===== config.mk =====
export PLATFORM = sky130hd
export DESIGN_NAME = ifu_ram_resp
export DESIGN_NICKNAME = d
export VERILOG_FILES = /design/src/rtl/ifu_ram_resp.sv
export SDC_FILE = /design/constraint.sdc
export NUM_CORES = 1
export LEC_CHECK = 0
export ABC_AREA = 1
export ABC_CLOCK_PERIOD_IN_PS = 1450
export CORE_MARGIN = 2
export CORE_UTILIZATION = 37
export DETAILED_ROUTE_END_ITERATION = 16
export HOLD_SLACK_MARGIN = 0.1
export PLACE_DENSITY = 0.84
export SKIP_LAST_GASP = 1
export SLEW_MARGIN = 20
export SYNTH_ARGS = -nofsm -noshare
export SYNTH_HDL_FRONTEND = slang
export SYNTH_SLANG_ARGS = --single-unit

===== constraint.sdc =====
create_clock -name clk -period 1.45 [get_ports clk]
set_clock_uncertainty 0.05 [all_clocks]
set_input_delay 0.29 -clock clk [delete_from_list [all_inputs] [get_ports clk]]
set_output_delay 0.29 -clock clk [all_outputs]
set_load 0.05 [all_outputs]

===== src/rtl/ifu_ram_resp.sv =====
// ifu_ram_resp: instruction-fetch RAM responder reading 64-bit doublewords from a synchronous SRAM
//
// Ports:
//   clk, rst_n       clock, asynchronous active-low reset
//   ifu_ram_cen_i    one-cycle fetch request strobe (honoured only when idle)
//   ifu_ram_addr_i   byte address of the fetch, sampled at acceptance
//   ifu_ram_size_i   access size, ignored
//   ifu_ram_data_o   aligned doubleword, held until the next capture
//   ifu_ram_valid_o  one-cycle response strobe
//   ifu_ram_err_o    address out of range, qualified by valid
//   inv_i            line buffer invalidate (fence.i)
//   sram_cen_o       SRAM read enable, one pulse per in-range miss
//   sram_addr_o      SRAM word index
//   sram_rdata_i     SRAM read data, valid the cycle after sram_cen_o
//
// Optional feature: define IRAM_LINE_BUF_EN for a one-entry line buffer
// that answers repeated fetches of the same doubleword one cycle after
// acceptance without touching the SRAM.
module ifu_ram_resp #(
  parameter logic [63:0] BASE_ADDR   = 64'h0000_0000_8000_0000,
  parameter int          DEPTH_LOG2  = 16,
  parameter int          WAIT_CYCLES = 0
) (
  input  logic                  clk,
  input  logic                  rst_n,
  input  logic                  ifu_ram_cen_i,
  input  logic [63:0]           ifu_ram_addr_i,
  input  logic [2:0]            ifu_ram_size_i,
  output logic [63:0]           ifu_ram_data_o,
  output logic                  ifu_ram_valid_o,
  output logic                  ifu_ram_err_o,
  input  logic                  inv_i,
  output logic                  sram_cen_o,
  output logic [DEPTH_LOG2-1:0] sram_addr_o,
  input  logic [63:0]           sram_rdata_i
);
  typedef enum logic [2:0] {IDLE, RD, CAP, WT, RSP} state_e;
  state_e                state_q, state_d;
  logic [63:0]           off;
  logic                  in_range, hit, accept;
  logic [DEPTH_LOG2-1:0] idx_q, idx_d;
  logic                  inr_q, inr_d;
  logic [63:0]           data_q, data_d, buf_data;
  logic                  err_q, err_d;
  logic                  valid_q, valid_d;
  logic                  sram_cen_q, sram_cen_d;
  logic [3:0]            cnt_q, cnt_d;
  assign off      = ifu_ram_addr_i - BASE_ADDR;
  // Lower bound checked directly; an in-range offset has no bits above the SRAM span.
  assign in_range = (ifu_ram_addr_i >= BASE_ADDR) && (off[63:DEPTH_LOG2+3] == '0);
  assign accept   = (state_q == IDLE) && ifu_ram_cen_i;
`ifdef IRAM_LINE_BUF_EN
  logic [60:0] tag_q, buf_tag_q;
  logic [63:0] buf_data_q;
  logic        buf_vld_q;
  logic        unused;
  assign unused   = ^{ifu_ram_size_i, off[2:0]};
  // A same-cycle invalidate must not be answered from the stale entry.
  assign hit      = buf_vld_q && !inv_i && (buf_tag_q == ifu_ram_addr_i[63:3]);
  assign buf_data = buf_data_q;
  always_ff @(posedge clk or negedge rst_n)
    if (!rst_n) begin
      tag_q      <= '0;
      buf_tag_q  <= '0;
      buf_data_q <= '0;
      buf_vld_q  <= 1'b0;
    end else begin
      if (accept) tag_q <= ifu_ram_addr_i[63:3];
      if (inv_i) buf_vld_q <= 1'b0;
      else if (state_q == CAP && inr_q) begin
        buf_vld_q  <= 1'b1;
        buf_tag_q  <= tag_q;
        buf_data_q <= sram_rdata_i;
      end
    end
`else
  logic unused;
  assign unused   = ^{ifu_ram_size_i, off[2:0], inv_i};
  assign hit      = 1'b0;
  assign buf_data = '0;
`endif
  always_comb begin
    state_d = state_q;
    idx_d   = idx_q;
    inr_d   = inr_q;
    data_d  = data_q;
    err_d   = err_q;
    cnt_d   = cnt_q;
    case (state_q)
      IDLE: if (ifu_ram_cen_i) begin
        idx_d = off[DEPTH_LOG2+2:3];
        inr_d = in_range;
        if (hit) begin
          state_d = RSP;
          data_d  = buf_data;
          err_d   = 1'b0;
        end else begin
          // Out-of-range requests still spend a cycle in RD (SRAM left idle)
          // so both kinds of request see identical latency.
          state_d = RD;
        end
      end
      RD:  state_d = CAP;
      CAP: begin
        data_d  = inr_q ? sram_rdata_i : 64'h0;
        err_d   = ~inr_q;
        state_d = (WAIT_CYCLES > 0) ? WT : RSP;
      end
      WT: begin
        cnt_d = cnt_q + 4'd1;
        if ({1'b0, cnt_q} + 5'd1 == 5'(WAIT_CYCLES)) begin
          cnt_d   = '0;
          state_d = RSP;
        end
      end
      RSP:     state_d = IDLE;
      default: state_d = IDLE;
    endcase
    sram_cen_d = (state_d == RD) && inr_d;
    valid_d    = (state_d == RSP);
  end
  always_ff @(posedge clk or negedge rst_n)
    if (!rst_n) begin
      state_q    <= IDLE;
      idx_q      <= '0;
      inr_q      <= 1'b0;
      data_q     <= '0;
      err_q      <= 1'b0;
      valid_q    <= 1'b0;
      sram_cen_q <= 1'b0;
      cnt_q      <= '0;
    end else begin
      state_q    <= state_d;
      idx_q      <= idx_d;
      inr_q      <= inr_d;
      data_q     <= data_d;
      err_q      <= err_d;
      valid_q    <= valid_d;
      sram_cen_q <= sram_cen_d;
      cnt_q      <= cnt_d;
    end
  assign ifu_ram_data_o  = data_q;
  assign ifu_ram_err_o   = err_q;
  assign ifu_ram_valid_o = valid_q;
  assign sram_cen_o      = sram_cen_q;
  assign sram_addr_o     = idx_q;
endmodule


# --- Word-level counts from Yosys, hierarchy flattened ---
# Index checks and enable logic that the tools add are counted.
op_classes:
  n_addsub: 3
  multipliers: 0
  div_mod_pow: 0
  n_lt_le_gt_ge: 1
  n_eq_ne: 5
  shifts: 0
  mux: 7
  bitwise: 1
  reduce_logical: 6
op_table:
  columns: ["operator", "count"]
  rows:
  - ["64-bit by 32-bit greater-or-equal comparator with 1-bit output (second input constant)", 1]
  - ["64-bit 2-to-1 mux", 1]
  - ["64-bit by 32-bit subtractor with 64-bit output (second input constant)", 1]
  - ["45-bit logical NOT", 1]
  - ["3-bit one-hot mux with 4 select lines", 1]
  - ["3-bit by 1-bit equality test with 1-bit output (second input constant)", 2]
  - ["3-bit by 2-bit equality test with 1-bit output (second input constant)", 2]
  - ["3-bit 2-to-1 mux", 2]
  - ["4-bit by 1-bit adder with 5-bit output (second input constant)", 1]
  - ["5-bit logical NOT", 1]
  - ["4-bit by 1-bit adder with 4-bit output (second input constant)", 1]
  - ["4-bit 2-to-1 mux", 1]
  - ["3-bit equality test (second input constant)", 1]
  - ["3-bit logical NOT", 1]
  - ["1-bit logical AND", 2]
  - ["1-bit 2-to-1 mux", 2]
  - ["2-bit AND reduction", 1]
  - ["1-bit inverter", 1]
word_totals:
  regBits: 91
  latch_bits: 0
  mem_bits_rw: 0
  romBits: 0
  input_bits: 135
  output_inout_bits: 83
  word_cells: 31
  n_memories: 0

# --- Longest topological paths before layout ---
# Gate-level depths: netlist of the first run.
logic_depth:
  depth_word: 6
  ltp_mapped: 13
  ltp_nobuf: 13

# --- Worst setup path after synthesis of the first run ---
# OpenSTA, ideal clock, no wires.
synth_path:
  path_type: "register -> register"
  start: "reg state_q[2]"
  end: "reg data_q[0], in the netlist ifu_ram_data_o[0]"
  setup_time_ns: 0.121
  arrival_time_ns: 1.315
  required_ns: 1.279
  path_slack_ns: -0.036
  path_stages_with_launch: 6
  path_buffers: 2
  synth_period_minus_slack_ns: 1.486
  path_cell_list: "dfrtp_1 -> nor3_1 -> inv_1 -> clkbuf_1 -> buf_2 -> a22o_1"
synth_via:
  elab_chain_len: 1
synth_rtl:
  columns: ["element", "line_no", "text"]
  rows:
  - ["start: declaration", "38", "state_e state_q, state_d;"]
  - ["start signal: assignment", "133", "state_q <= state_d;"]
  - ["3-bit by 2-bit equality test with 1-bit output", "89", "case (state_q)"]
  - ["end signal: assignment", "136", "data_q <= data_d;"]
  - ["end: declaration", "43", "logic [63:0] data_q, data_d, buf_data;"]
# No other way between the ends.
# A chain may end at the register's enable or synchronous reset.

# --- Worst setup path after layout of the first run ---
layout_path:
  start: "reg state_q[1]"
  end: "reg data_q[18], in the netlist ifu_ram_data_o[18]"
# The elaborated chain is that of the path after synthesis.

==> reports/metrics.cfg, run 1 <==
[sta]
tightest_slew_ns = 0.297
setup_viol_count_final = 82
post-route-period-util_pct = 112
fin_crit_ns = 1.62
timing.final.max_slew_violations = 0
fin_ws_ns = -0.169
relSlewSlack_pct = 80.2
setup_tns_ns = -7.29
rsz0062_at_grt = true
hold_violations = 0
clock.fmax_ghz = 0.618

[cts]
clockBufferDepth = 2
cts.sinks = 91
cts-htree-levels = 3
cts_made_buffers = 9
clk_latency_ns = 0.34
ctsRootBufferMaster = clkbuf_16
cts_tree = done
clk_pin_slew_ns = 0.07

[final_layout]
drive_gt1_share_pct = 33.6
area_delta_synth_final_pct = 97.7
final_nets = 936
final_core_util_pct = 74.3

[global_route]
antenna_found_initial = 1
grt_use_total_pct = 26.8
grt_pass1_vias = 4856
grt_pass1_wl_mm = 26.6
grt_max_degree = 43
grt_overflow_total = 0

[power]
pwr-share-clk_pct = 27.1
p_sw_mw = 3.34
p_sw_share_pct = 34.3
p_int_mw = 6.41
power.density_nw_per_um2 = 1100
combPwrFrac_pct = 40.6
peakVddDrop_mv = 0.655
fin_total_pwr_mw = 9.75
seqPwrFrac_pct = 32.3
p_leak_nw = 4.18

[setup_path]
endpoint_kind = flop
worstSetupPathType = reg -> reg
r2r-end = ifu_ram_data_o[18]
reg2regPathDepth = 6
r2r_setup_slack_ns = -0.17
critPathArrivalTime_ns = 1.79
cp-start-kind = flop
r2r-start = state_q[1]
cp.required_ns = 1.62
crit_fanout = 16

[detailed_routing]
drc = 0
dr_total_vias = 5070
first_pass_iters = 7
first_iter_violations = 394
routed_via_density = 5.33
postRouteAntennaNets = 0
postRouteWirelength_mm = 19.1
wl_per_cell_um = 20.0

[placed_design]
port_buffers = 210
gp_congestion = 0.926
hpwl_mm = 13.2
post-place-ws_ns = -0.725

[logic_synthesis]
netlist_instances = 515
ys_seq_area_share_pct = 50.9
syn_nets = 652
synth_seq_cells = 91
syn_area_per_cell_um2 = 8.69
yosys_warnings = 0
synthDistinctLibCells = 30
syn_area_um2 = 4470

[floorplan]
rows = 40
initial_utilization_pct = 37.6
dieArea_um2 = 13000
die_w_um = 114
die_h_um = 114
pin_count = 218
coreArea_um2 = 11900

[hold_path]
min_path_type = in -> async

[flow_run]
maxCapViolations = 0

[outcome]
violations = negative setup slack
outcome = finished, violations left

critical path: stages (launching register included):
cell,delay [ns]
dfrtp_1,0.36
inv_2,0.04
buf_4,0.14
nor3_4,0.28
inv_4,0.14
clkbuf_16,0.21
a22o_1,0.27
per-stage QoR:
step / std cells / hold slack (ns) / area (um^2)
floorplan: 515 / -0.0556 / 4480
global placement: 914 / 0.139 / 8030
detailed placement: 914 / 0.136 / 8030
CTS: 937 / 0.347 / 8520
global route: 952 / 0.362 / 8840
finish: 952 / 0.361 / 8840
synthesized netlist by cell type:
cell type,instances,area [um^2]
inv_1,36,135
xor2_1,1,8.76
dfrtp_1,91,2280
buf_2,10,50.1
o21ai_0,4,20.0
nor2_8,2,40.0
nand4_1,9,56.3
and2_0,1,6.26
nand2_2,6,37.5
nand2_4,2,22.5
and3_1,1,6.26
xnor2_1,1,8.76
o31ai_1,1,7.51
ha_1,2,25.0
nor3_1,5,25.0
inv_2,1,3.75
nand3b_1,7,52.6
or2_2,1,6.26
o21ai_1,2,10.0
clkbuf_1,6,22.5
nand3_1,21,105
and2_1,2,12.5
clkinv_1,1,3.75
nor2_1,73,274
nand2_1,146,548
nor2_4,4,45.0
o21ai_2,2,17.5
nand3_2,1,10.0
nor2_2,12,75.1
a22o_1,64,561
how the worst max path moves through the flow:
stage	startpoint	end	cells past startpoint
6_report	state_q[1]	ifu_ram_data_o[18]	6
5_1_grt	state_q[1]	ifu_ram_data_o[18]	6
4_1_cts	state_q[0]	sram_cen_o	11
3_5_place_dp	ifu_ram_addr_i[40]	inr_q	12
3_3_place_gp	ifu_ram_addr_i[40]	sram_cen_o	12
2_1_floorplan	state_q[2]	sram_cen_o	10
layer usage:
layer	track usage (%)	share of wire (%)	vias up
li1	-	-	2280
met1	31.1	36	2428
met2	46.9	51	291
met3	6.59	7.6	71
met4	11.6	5.1	0
met5	0	0	-
final cells by class:
class                      count  area, um^2
timing repair buffer         289        3670
antenna                        1        2.50
fill                         771        3070
multi-input combinational    370        2220
tap                          147         184
clock buffer                  13         270
clock inverter                 3        68.8
inverter                      38         151
sequential                    91        2280
kinds of logic after synthesis:
| family | synth area share, % |
|---|---|
| compound gates | 13.8 |
| flops | 50.9 |
| buf+inv | 4.81 |
| simple gates | 29.6 |
| fa+ha+maj | 0.559 |
| xor+xnor | 0.392 |
registers in the layout, summed over array words and instances (netlist names):
signal / count
ifu_ram_err_o: 1
inr_q: 1
sram_cen_o: 1
state_q: 3
ifu_ram_valid_o: 1
cnt_q: 4
sram_addr_o: 16
ifu_ram_data_o: 64
power groups by stage:
stage	logic, mW	registers, mW	clock network, mW
3_5_place_dp	3.50	3.18	0
5_1_grt	4.16	3.18	2.80
4_1_cts	3.55	3.14	2.66
2_1_floorplan	0.783	3.83	0
6_report	3.96	3.15	2.64
3_3_place_gp	3.43	3.16	0
placed cells by master, fill, tap and decap left out, types with 2 or more instances in the layout:
cell type,n
a22o_1,64
and2_1,2
buf_12,90
buf_4,63
buf_6,3
bufinv_16,2
clkbuf_16,15
clkbuf_2,5
clkbuf_8,3
clkdlybuf4s50_1,94
clkinv_4,2
dfrtp_1,91
dlygate4sd2_1,26
inv_1,29
inv_2,6
nand2_1,131
nand2_2,19
nand2_4,4
nand3_1,21
nand3b_1,7
nand4_1,9
nor2_1,44
nor2_2,27
nor2_4,18
nor2_8,2
nor3_1,3
o21ai_0,3
o21ai_1,2
o21ai_2,2
timing repair:
action,in CTS,in global routing
setup endpoints to repair,84,88
gates resized for setup,78,49
buffers inserted,6,9
hold buffers,1,0
cloned,0,6
hold endpoints to repair,91,0
pin swaps,49,30
(Power assumes the default switching activity.)
==> run 2, diff against run 1 <==
SETUP_SLACK_MARGIN = 0.3   (was default)
==> run 2 against run 1 <==
  * Cell area rose by 9.1%
  * Highest routed layer unchanged
  * The flow still finishes with violations (negative setup slack)
  * Core utilization rose by 6.7 points
  * Via count rose by 12%
  * Register-to-register slack got worse by 0.05 ns
  * Critical path depth rose by 1
  * Setup slack got worse by 0.046 ns
  * Cell count rose by 8.4%
  * Worst hold slack got worse by 0.026 ns
  * Wire length rose by 33%
==> reports/metrics.cfg, run 2 (synthesis results as in run 1) <==
[outcome]
outcome = finished, violations left
violations = negative setup slack

[detailed_routing]
dr_total_vias = 5668
wl_per_cell_um = 24.7
postRouteAntennaNets = 0
drc = 0
postRouteWirelength_mm = 25.5
first_iter_violations = 596
routed_via_density = 5.49
first_pass_iters = 5

[placed_design]
gp_congestion = 0.997
place_inst = 922
hpwl_mm = 13.4
port_buffers = 210
post-place-ws_ns = -0.729

[setup_path]
cpPeakStageDelay_ns = 0.38
path_cells = inv_2, buf_6, nor3_4, buf_6, inv_8, clkbuf_16, a22o_1
critPathArrivalTime_ns = 1.83
r2r_setup_slack_ns = -0.21
endpoint_kind = flop
crit_fanout = 11
critical-path-top-delay-family = buffers and inverters
cp-start-kind = flop
cp_common_cell = buf_6
cp_slowest_cell = dfrtp_1
cp.required_ns = 1.62
worstSetupPathType = reg -> reg
cp_num_buf_inv = 5

[floorplan]
rows = 40
die_h_um = 114
pin_count = 218
die_w_um = 114
coreArea_um2 = 11900
dieArea_um2 = 13000
initial_utilization_pct = 37.6

[final_layout]
drive_gt1_share_pct = 40.8
final_nets = 1015
area_delta_synth_final_pct = 116
layout.cells.non_filler = 1032
largest_reg_flops = 64
final_cell_mix = 133 x nand2_1, 122 x buf_4, 95 x clkdlybuf4s50_1, 90 x buf_12, 84 x dfrtp_1
final_common_cell = nand2_1
nFillCells = 620

[sta]
hold_violations = 0
post-route-period-util_pct = 115
fin_ws_ns = -0.215
timing.final.max_slew_violations = 0
tightest_slew_ns = 0.337
fin_crit_ns = 1.66
clock.fmax_ghz = 0.601
setup_viol_count_final = 90
rsz0062_at_grt = true
relSlewSlack_pct = 77.5

[cts]
cts_made_buffers = 9
clockBufferDepth = 2
cts_tree = done
clk_latency_ns = 0.34
cts.sinks = 91
clk_pin_slew_ns = 0.08
ctsRootBufferMaster = clkbuf_16
cts-htree-levels = 3

[global_route]
grt_use_total_pct = 31.2
grt_max_degree = 49
grt_overflow_total = 0
antenna_found_initial = 2
grt_pass1_vias = 5436
grt_pass1_wl_mm = 30.5

[hold_path]
min_path_type = in -> async

[flow_run]
maxCapViolations = 0

[power]
peakVddDrop_mv = 0.914
power.density_nw_per_um2 = 1090
p_leak_nw = 4.65

[run 2: cell count changes in the layout (fill, tap and decap cells not counted), moves of 4 or more]
cell and change:
buf_4 +59, dfrtp_1 -7, clkbuf_2 -4, buf_6 +14, nand3_1 -5, dfrtp_2 +7, o21ai_2 +5, nand3_2 +6
[run 2: final timing paths]
check | start | to | cells after the start
setup / recovery | state_q[1] | ifu_ram_data_o[20] | 7
hold / removal | rst_n | ifu_ram_data_o[62] | 2
setup reg to reg | state_q[1] | ifu_ram_data_o[20] | 7
hold reg to reg | cnt_q[3] | cnt_q[3] | 1
max in group asynchronous | rst_n | ifu_ram_data_o[41] | 3
min in group clk | ifu_ram_addr_i[5] | sram_addr_o[2] | 3
[run 2: cell type report]
cell class                 count  area (um^2)  share of cell area [%]
antenna                        2         5.00                  0.0519
multi-input combinational    370         2270                    23.6
tap                          147          184                    1.91
clock inverter                 3         45.0                   0.467
inverter                      38          158                    1.63
clock buffer                  13          270                    2.80
sequential                    91         2290                    23.7
timing repair buffer         368         4420                    45.9
[run 2: what timing repair did]
| action | in CTS | in global routing |
|---|---|---|
| buffers inserted | 41 | 37 |
| pin swaps | 39 | 26 |
| endpoints found under the setup margin | 174 | 174 |
| gates resized for setup | 91 | 58 |
| cloned | 2 | 11 |
| endpoints found under the hold margin | 20 | 0 |
| hold buffers | 1 | 0 |
[run 2: power breakdown]
| group | internal [mW] | total [mW] | switching [mW] |
|---|---|---|---|
| Clock | 1.48 | 2.57 | 1.09 |
| Combinational | 2.35 | 4.79 | 2.44 |
| Sequential | 2.83 | 3.16 | 0.323 |
[run 2: metrics by stage]
stage                TNS, ns  util (%)  area [um^2]  hold slack (ns)  power (mW)
CTS                    -1.97      74.9         8920            0.340        9.41
finish                -11.57      81.0         9650            0.335        10.5
global route          -13.85      81.0         9650            0.357        10.8
global placement       -4.82      67.8         8080            0.150        6.65
floorplan           -0.00962         -         4570          -0.0556        4.77
detailed placement     -7.19      67.8         8080            0.158        6.76
[run 2: per-layer routing]
layer / track usage [%] / vias to the layer above / part of all wire, %
met5: 0 / - / 0
met4: 16.1 / 0 / 6.5
met3: 8.24 / 106 / 8.7
met2: 55.5 / 394 / 49
met1: 34.0 / 2733 / 36
li1: - / 2435 / -
==> run 3, diff against run 2 <==
CTS_CLUSTER_SIZE = 30   (was default)
SKIP_LAST_GASP = default   (was 1)
==> run 3 against run 2 <==
  * The run still ends with negative setup slack left
  * First-iteration DRC count shrank 7.2%
  * Critical path type unchanged
  * Sequential share of layout area grew 0.20 points
  * Flip-flop and latch count is the same
  * Worst hold slack gained 0.013 ns
==> reports/metrics.cfg, run 3 (synthesis results as in run 1) <==
[outcome]
outcome = finished, violations left
violations = negative setup slack

[setup_path]
critPathArrivalTime_ns = 1.96
cpPeakStageDelay_ns = 0.38
cp_slowest_cell = dfrtp_1
cp_num_buf_inv = 5
critical-path-top-delay-family = buffers and inverters
reg2regPathDepth = 8
endpoint_kind = flop
cp.required_ns = 1.68
path_cells = inv_2, buf_6, nor3_4, nand2_2, clkinv_4, buf_12, buf_8, a22o_1
cp_num_cells = 8
worstSetupPathType = reg -> reg
cp-start-kind = flop
crit_fanout = 8

[detailed_routing]
first_iter_violations = 553
routed_via_density = 5.47
dr_total_vias = 5635
postRouteAntennaNets = 0
drc = 0
postRouteWirelength_mm = 24.7
first_pass_iters = 5
wl_per_cell_um = 24.0

[sta]
relSlewSlack_pct = 77.7
hold_violations = 0
setup_viol_count_final = 90
fin_hold_ws_ns = 0.348
tightest_slew_ns = 0.335
rsz0062_at_grt = true
clock.fmax_ghz = 0.577
post-route-period-util_pct = 120
setup_tns_ns = -14.40
fin_ws_ns = -0.284
fin_crit_ns = 1.73
timing.final.max_slew_violations = 0

[floorplan]
pin_count = 218
initial_utilization_pct = 37.6
rows = 40
dieArea_um2 = 13000
die_w_um = 114
coreArea_um2 = 11900
die_h_um = 114

[final_layout]
final_common_cell = nand2_1
largest_reg_flops = 64
final_cell_mix = 134 x nand2_1, 124 x buf_4, 95 x clkdlybuf4s50_1, 89 x buf_12, 88 x dfrtp_1
drive_gt1_share_pct = 39.8
fin_area_um2 = 9550
area_delta_synth_final_pct = 113
final_nets = 1013

[global_route]
gr-usage-met2_pct = 56.4
grt_overflow_total = 0
grt_use_met1_pct = 34.1
grt_pass1_vias = 5509
antenna_found_initial = 2
grt_pass1_wl_mm = 31.3
grt_use_total_pct = 31.8
use_met3_pct = 9.40
busiest_layer = met2
grt_max_degree = 49

[cts]
clk_pin_slew_ns = 0.08
cts.sinks = 91
cts-htree-levels = 3
cts_tree = done
cts_made_buffers = 9
clockBufferDepth = 2
clk_latency_ns = 0.34
ctsRootBufferMaster = clkbuf_16

[placed_design]
post-place-ws_ns = -0.729
hpwl_mm = 13.4
gp_congestion = 0.997
placed_area_um2 = 8080
port_buffers = 210

[power]
fin_total_pwr_mw = 10.2
peakVddDrop_mv = 0.857
power.density_nw_per_um2 = 1070
p_leak_nw = 4.63

[hold_path]
min_path_type = in -> async

[flow_run]
maxCapViolations = 0

run 3: cell types whose count changed in the layout (fill, tap and decap cells not counted), sizes merged:
cell and change:
diode +1, clkbuf -3, buf +1
run 3: power breakdown:
group	total, mW	internal [mW]	leakage, nW	switching, mW
clock network	2.56	1.48	0.148	1.08
registers	3.17	2.84	1.23	0.330
logic	4.45	2.11	3.25	2.35
run 3: timing repair:
action                                  4_1_cts  5_1_grt
hold endpoints to repair                     20        0
endpoints found under the setup margin      174      174
cloned                                        2        9
pin swaps                                    39       23
setup buffers                                41       37
hold buffers                                  1        0
gates resized for setup                      97       40
run 3: final cells by class:
| cell class | instances | area (um^2) |
|---|---|---|
| clock buffer | 13 | 270 |
| antenna | 3 | 7.51 |
| inverter | 38 | 153 |
| fill | 650 | 2360 |
| tap | 147 | 184 |
| sequential | 91 | 2280 |
| clock inverter | 3 | 45.0 |
| multi-input combinational | 370 | 2270 |
| timing repair buffer | 366 | 4340 |
run 3: metrics by stage:
| stage | instances | util (%) |
|---|---|---|
| 2_1_floorplan | 515 | - |
| 3_3_place_gp | 922 | 67.8 |
| 3_5_place_dp | 922 | 67.8 |
| 4_1_cts | 982 | 75.1 |
| 5_1_grt | 1030 | 80.1 |
| 6_report | 1031 | 80.1 |
run 3: path summary, 6_finish.rpt:
kind / startpoint / endpoint / slack, ns
setup / recovery: state_q[1] / ifu_ram_data_o[58] / -0.28
hold / removal: rst_n / ifu_ram_data_o[6] / 0.35
setup reg to reg: state_q[1] / ifu_ram_data_o[58] / -0.28
hold reg to reg: cnt_q[3] / cnt_q[3] / 0.43
max in group asynchronous: rst_n / ifu_ram_data_o[41] / 0.39
min in group clk: cnt_q[3] / cnt_q[3] / 0.43
run 3: metal layers:
| layer | vias to the layer above | wire, um |
|---|---|---|
| li1 | 2434 | - |
| met1 | 2750 | 9120 |
| met3 | 92 | 2170 |
| met2 | 359 | 12200 |
| met5 | - | 0 |
| met4 | 0 | 1230 |
